==> config.mk <==
export PLATFORM = sky130hd
export DESIGN_NAME = smc_access_ctrl_lite
export DESIGN_NICKNAME = d
export VERILOG_FILES = /design/src/rtl/smc_access_ctrl_lite.sv
export SDC_FILE = /design/constraint.sdc
export NUM_CORES = 1
export LEC_CHECK = 0
export BUFFER_PORTS_ARGS = -buffer_cell sky130_fd_sc_hd__buf_2
export CORE_MARGIN = 4
export CORE_UTILIZATION = 58
export DETAILED_ROUTE_END_ITERATION = 7
export HOLD_SLACK_MARGIN = 0.08
export PLACE_DENSITY = 0.83
export SLEW_MARGIN = 10
export SYNTH_ARGS = -nofsm -noshare
export SYNTH_HDL_FRONTEND = slang
export SYNTH_SLANG_ARGS = --single-unit
==> constraint.sdc <==
create_clock -name sys_clk -period 4.6 [get_ports sys_clk]
set_clock_uncertainty 0.15 [all_clocks]
set_input_delay 0.23 -clock sys_clk [delete_from_list [all_inputs] [get_ports sys_clk]]
set_output_delay 0.23 -clock sys_clk [all_outputs]
set_load 0.005 [all_outputs]
==> src/rtl/smc_access_ctrl_lite.sv <==
// rtl/smc_access_ctrl_lite.sv - access sequencer for the lite static memory controller
module smc_access_ctrl_lite (
    input  logic       sys_clk,
    input  logic       n_sys_reset,
    input  logic       valid_access,
    input  logic [1:0] v_xfer_size,
    input  logic [1:0] v_bus_size,
    input  logic [1:0] cfg_csle,
    input  logic [3:0] cfg_wait,
    input  logic [1:0] cfg_float,
    output logic [4:0] smc_nextstate,
    output logic       smc_done,
    output logic       mac_done,
    output logic [1:0] r_num_access,
    output logic       smc_busy
);

    localparam logic [1:0] XSIZ_16 = 2'b01;
    localparam logic [1:0] XSIZ_32 = 2'b10;
    localparam logic [1:0] BSIZ_8  = 2'b00;
    localparam logic [1:0] BSIZ_16 = 2'b01;

    typedef enum logic [4:0] {
        SMC_IDLE  = 5'b00001,
        SMC_LE    = 5'b00010,
        SMC_RW    = 5'b00100,
        SMC_FLOAT = 5'b01000
    } smc_state_t;

    smc_state_t r_state;
    smc_state_t nxt_state;

    // Phase counter and configuration captured at the start of each access
    logic [3:0] wcnt;
    logic [1:0] r_csle;
    logic [3:0] r_wait;
    logic [1:0] r_float;

    logic [1:0] num_minus1;
    logic       wcnt_zero;
    logic       last_sub;
    logic [3:0] le_load_live;
    logic [3:0] le_load_lat;
    logic [3:0] float_load;

    assign wcnt_zero    = (wcnt == 4'd0);
    assign last_sub     = (r_num_access == 2'd0);
    // Phase lengths are loaded minus one; the zero case of csle/float skips the phase
    assign le_load_live = {2'b00, cfg_csle} - 4'd1;
    assign le_load_lat  = {2'b00, r_csle} - 4'd1;
    assign float_load   = {2'b00, r_float} - 4'd1;

    // Sub-accesses minus one: wide transfers on narrow buses split into 4 or 2 pieces
    always_comb begin
        num_minus1 = 2'd0;
        if (v_xfer_size == XSIZ_32 && v_bus_size == BSIZ_8) begin
            num_minus1 = 2'd3;
        end else if ((v_xfer_size == XSIZ_32 && v_bus_size == BSIZ_16) ||
                     (v_xfer_size == XSIZ_16 && v_bus_size == BSIZ_8)) begin
            num_minus1 = 2'd1;
        end
    end

    // Strobe completion flags; independent of valid_access by construction
    always_comb begin
        smc_done = (r_state == SMC_RW) && wcnt_zero;
        mac_done = smc_done && last_sub;
    end

    // Next-state decode; IDLE looks at the live csle because capture happens on the same edge
    always_comb begin
        nxt_state = SMC_IDLE;
        case (r_state)
            SMC_IDLE: begin
                if (valid_access) begin
                    nxt_state = (cfg_csle != 2'd0) ? SMC_LE : SMC_RW;
                end else begin
                    nxt_state = SMC_IDLE;
                end
            end
            SMC_LE: begin
                nxt_state = wcnt_zero ? SMC_RW : SMC_LE;
            end
            SMC_RW: begin
                if (!wcnt_zero) begin
                    nxt_state = SMC_RW;
                end else if (!last_sub) begin
                    nxt_state = (r_csle != 2'd0) ? SMC_LE : SMC_RW;
                end else begin
                    nxt_state = (r_float != 2'd0) ? SMC_FLOAT : SMC_IDLE;
                end
            end
            SMC_FLOAT: begin
                nxt_state = wcnt_zero ? SMC_IDLE : SMC_FLOAT;
            end
            default: begin
                nxt_state = SMC_IDLE;
            end
        endcase
    end

    assign smc_nextstate = nxt_state;

    // State, phase counter, sub-access count and captured configuration
    always_ff @(posedge sys_clk or negedge n_sys_reset) begin
        if (!n_sys_reset) begin
            r_state      <= SMC_IDLE;
            wcnt         <= 4'd0;
            r_num_access <= 2'd0;
            r_csle       <= 2'd0;
            r_wait       <= 4'd0;
            r_float      <= 2'd0;
            smc_busy     <= 1'b0;
        end else begin
            r_state  <= nxt_state;
            smc_busy <= (nxt_state != SMC_IDLE);
            case (r_state)
                SMC_IDLE: begin
                    if (valid_access) begin
                        r_csle       <= cfg_csle;
                        r_wait       <= cfg_wait;
                        r_float      <= cfg_float;
                        r_num_access <= num_minus1;
                        wcnt         <= (cfg_csle != 2'd0) ? le_load_live : cfg_wait;
                    end
                end
                SMC_LE: begin
                    wcnt <= wcnt_zero ? r_wait : (wcnt - 4'd1);
                end
                SMC_RW: begin
                    if (!wcnt_zero) begin
                        wcnt <= wcnt - 4'd1;
                    end else if (!last_sub) begin
                        // The address block samples the pre-decrement count during this cycle
                        r_num_access <= r_num_access - 2'd1;
                        wcnt         <= (r_csle != 2'd0) ? le_load_lat : r_wait;
                    end else begin
                        wcnt <= (r_float != 2'd0) ? float_load : 4'd0;
                    end
                end
                SMC_FLOAT: begin
                    wcnt <= wcnt_zero ? 4'd0 : (wcnt - 4'd1);
                end
                default: begin
                    wcnt         <= 4'd0;
                    r_num_access <= 2'd0;
                end
            endcase
        end
    end

endmodule

==> impl_metrics.ini <==
[critical_path]
worstPathRequired_ns = 4.22
worst-path-max-fanout = 6
crit_path_end_kind = output port
setup.worst_path.start_class = register
setup.worst_path.class = reg -> out
worst-endpoint-arrival_ns = 2.47

[logic_synthesis]
post_synth_most_frequent_cells = sky130_fd_sc_hd__dfrtp_1, sky130_fd_sc_hd__nor2_1, sky130_fd_sc_hd__mux2_2, sky130_fd_sc_hd__nand2_1, sky130_fd_sc_hd__o21ai_0
synth_seq_area_share = 0.368
netlist.area_leader.share = 0.348
ranking_of_synthesized_cells_by_area = sky130_fd_sc_hd__dfrtp_1, sky130_fd_sc_hd__mux2_2, sky130_fd_sc_hd__ha_1, sky130_fd_sc_hd__o21ai_0, sky130_fd_sc_hd__nor2_1
synth_enable_flop_cells = 0
synth.most_common_cell = sky130_fd_sc_hd__dfrtp_1
number_of_library_cell_types_mapped_by_synthesis = 48
post_synth_instance_area_mm2 = 0.00129
synth_warnings = 0
syn-num-nets = 155
yosys_register_bits = 19
synth_top_cell_by_area = sky130_fd_sc_hd__dfrtp_1
synthesis.instances = 136
dominantRegCellSynth = sky130_fd_sc_hd__dfrtp_1
async_reset_ff_frac = 1.00
syn-mean-instance-area_um2 = 9.51

[die]
initial_core_utilization = 0.634
die_h_um = 55.2
row_count = 16
die_x_um = 55.2
pin_count = 25
core_region_area_mm2 = 0.00204
die-area_mm2 = 0.00305

[routing]
routed_via_density = 6.36
postRouteAntennaNets = 0
first_iter_violations = 41
drt_pre_antenna_iters = 4
drc = 0
total_number_of_vias = 1227
routed_wire_length_per_instance_um = 17.4
wirelength_um = 3350

[clocking]
clk_pin_slew_worst_paths_ns = 0.11
worstSkewPairLatency_ns = 0.31
cts_max_path_buffers = 2
cts_setup_buffers = 0
cts_resized = 0
post_cts_hold_buffer_count = 9
total_number_of_h_tree_levels = 1
clock-root-buffer = sky130_fd_sc_hd__clkbuf_4
clkSinkCount = 19
numCtsBuffers = 3
tritoncts = done

[place]
detailedPlacementHpwl_um = 2390
place_worst_setup_slack_ns = 2.18
io_buffer_count = 23
globalplace.congestion = 0.916

[cells_and_area]
area.sequential_um2 = 477
fillerInstances = 167
synthToLayoutAreaGrowth_pct = 17.6
finish.net_count = 186
final_layout_size_suffix_gt1_frac = 0.253
multi_input_comb_area_um2 = 748
num_antenna_cells = 0

[power]
combinationalPowerShare = 0.529
static-leakage-power_nw = 0.716
power.switching_w = 0.000411
power.share.sequential = 0.373
p_per_area_mw_per_mm2 = 594
proportion_of_power_drawn_by_the_clock_network = 0.098
peakVddDrop_mv = 0.391
switching_share = 0.455
intPower_w = 0.000493

[timing]
timing.fmax_ghz = 0.351
fin_tns_setup_ns = 0
final_hold_viol_count = 0
final.period_utilization = 0.619
setup_ws_ns = 1.75
transition_at_the_pin_with_the_smallest_max_transition_slack_ns = 0.705
fin_crit_ns = 2.85
grt_setup_unrepaired = false
slew_headroom = 0.523
final-max-slew-violation-count = 0
setup-violations-final = 0

[global_routing]
grt_start_max_net_pins = 20
grt_first_pass_wirelength_um = 5710
grt.total_usage = 0.234
antenna_found_initial = 0
global_route.overflow_total = 0
grt_pass1_vias = 1252

[status]
outcome = finished, final reports clean

[hold_path]
min-delay-path-class = in -> reg

[job]
max_cap_viol = 0
-- flip-flops by register name, indices dropped and copies added (netlist names) --
register	flops
wcnt	4
r_num_access	2
r_csle	2
smc_busy	1
r_wait	4
r_float	2
r_state	4
-- power groups by stage --
| stage | Combinational (W) | Sequential (W) | Clock [W] |
|---|---|---|---|
| final | 0.000478 | 0.000338 | 0.0000882 |
| after global routing | 0.000533 | 0.000351 | 0.0000991 |
| after CTS | 0.000474 | 0.000333 | 0.0000901 |
| after detailed placement | 0.000466 | 0.000337 | 0 |
| after global placement | 0.000448 | 0.000329 | 0 |
| after floorplan | 0.000388 | 0.000298 | 0 |
-- critical path, stage by stage (launching register included) --
cell,delay (ns)
sky130_fd_sc_hd__dfrtp_1,0.43
sky130_fd_sc_hd__inv_1,0.09
sky130_fd_sc_hd__ha_1,0.21
sky130_fd_sc_hd__nor3b_1,0.58
sky130_fd_sc_hd__nand2_1,0.20
sky130_fd_sc_hd__o32a_1,0.39
sky130_fd_sc_hd__o31ai_1,0.09
sky130_fd_sc_hd__buf_2,0.17
-- logic make-up (layout without fill, tap and decap cells) --
logic type                 after synthesis  after routing  share of synthesized area
adders and majority gates                4              4                     0.0387
other                                    1              1                    0.00290
muxes                                   11             11                     0.0938
and+or+nand+nor                         48             48                      0.232
AOI/OAI and AO/OA                       37             37                      0.197
xor gates and xnor gates                 2              2                     0.0135
DFF                                     19             19                      0.368
buffers and inverters                   14             44                     0.0532
-- metal layers --
metal	wire length, um	share of wire	global-route usage
met5	0	0	0
met2	1720	0.51	0.378
met3	189	0.056	0.0559
met1	1360	0.40	0.281
met4	89	0.027	0.139
-- final cells by class --
type,instances,share of cell area
multi-input cells,103,0.492
flip-flops and latches,19,0.313
repair buffers,32,0.135
well taps,27,0.0222
inverters,8,0.0197
clock buffers,3,0.0148
clock inverters,1,0.00329
-- path summary, 6_finish.rpt --
path | startpoint | slack [ns] | endpoint | cells past startpoint
max | wcnt[0] | 1.75 | smc_nextstate[1] | 7
min | v_bus_size[1] | 0.12 | r_num_access[1] | 3
max reg2reg | r_state[3] | 2.34 | r_csle[1] | 3
min reg2reg | wcnt[1] | 0.40 | wcnt[1] | 1
max in group asynchronous | n_sys_reset | 3.71 | r_state[0] | 2
min in group asynchronous | n_sys_reset | 0.24 | r_float[0] | 2
-- stage by stage --
stage	utilization	total power (W)	hold WS, ns	cell area [um2]	std cells
2_1_floorplan	-	0.000686	-0.216	1290	136
3_5_place_dp	0.688	0.000803	0.0461	1400	180
3_3_place_gp	0.688	0.000777	0.0382	1400	180
6_report	0.745	0.000904	0.119	1520	193
4_1_cts	0.745	0.000897	0.121	1520	193
5_1_grt	0.745	0.000984	0.147	1520	193
-- layout by cell type (no fill, tap or decap), types with 4 or more instances in the layout --
| master | n |
|---|---|
| sky130_fd_sc_hd__o21ai_0 | 9 |
| sky130_fd_sc_hd__nor2_1 | 10 |
| sky130_fd_sc_hd__nor3_1 | 4 |
| sky130_fd_sc_hd__nand2_1 | 9 |
| sky130_fd_sc_hd__inv_1 | 8 |
| sky130_fd_sc_hd__ha_1 | 4 |
| sky130_fd_sc_hd__dfrtp_1 | 18 |
| sky130_fd_sc_hd__mux2_2 | 9 |
| sky130_fd_sc_hd__buf_2 | 23 |
| sky130_fd_sc_hd__a21oi_1 | 7 |
| sky130_fd_sc_hd__dlygate4sd3_1 | 9 |
Power figures use the tool's default switching activity.
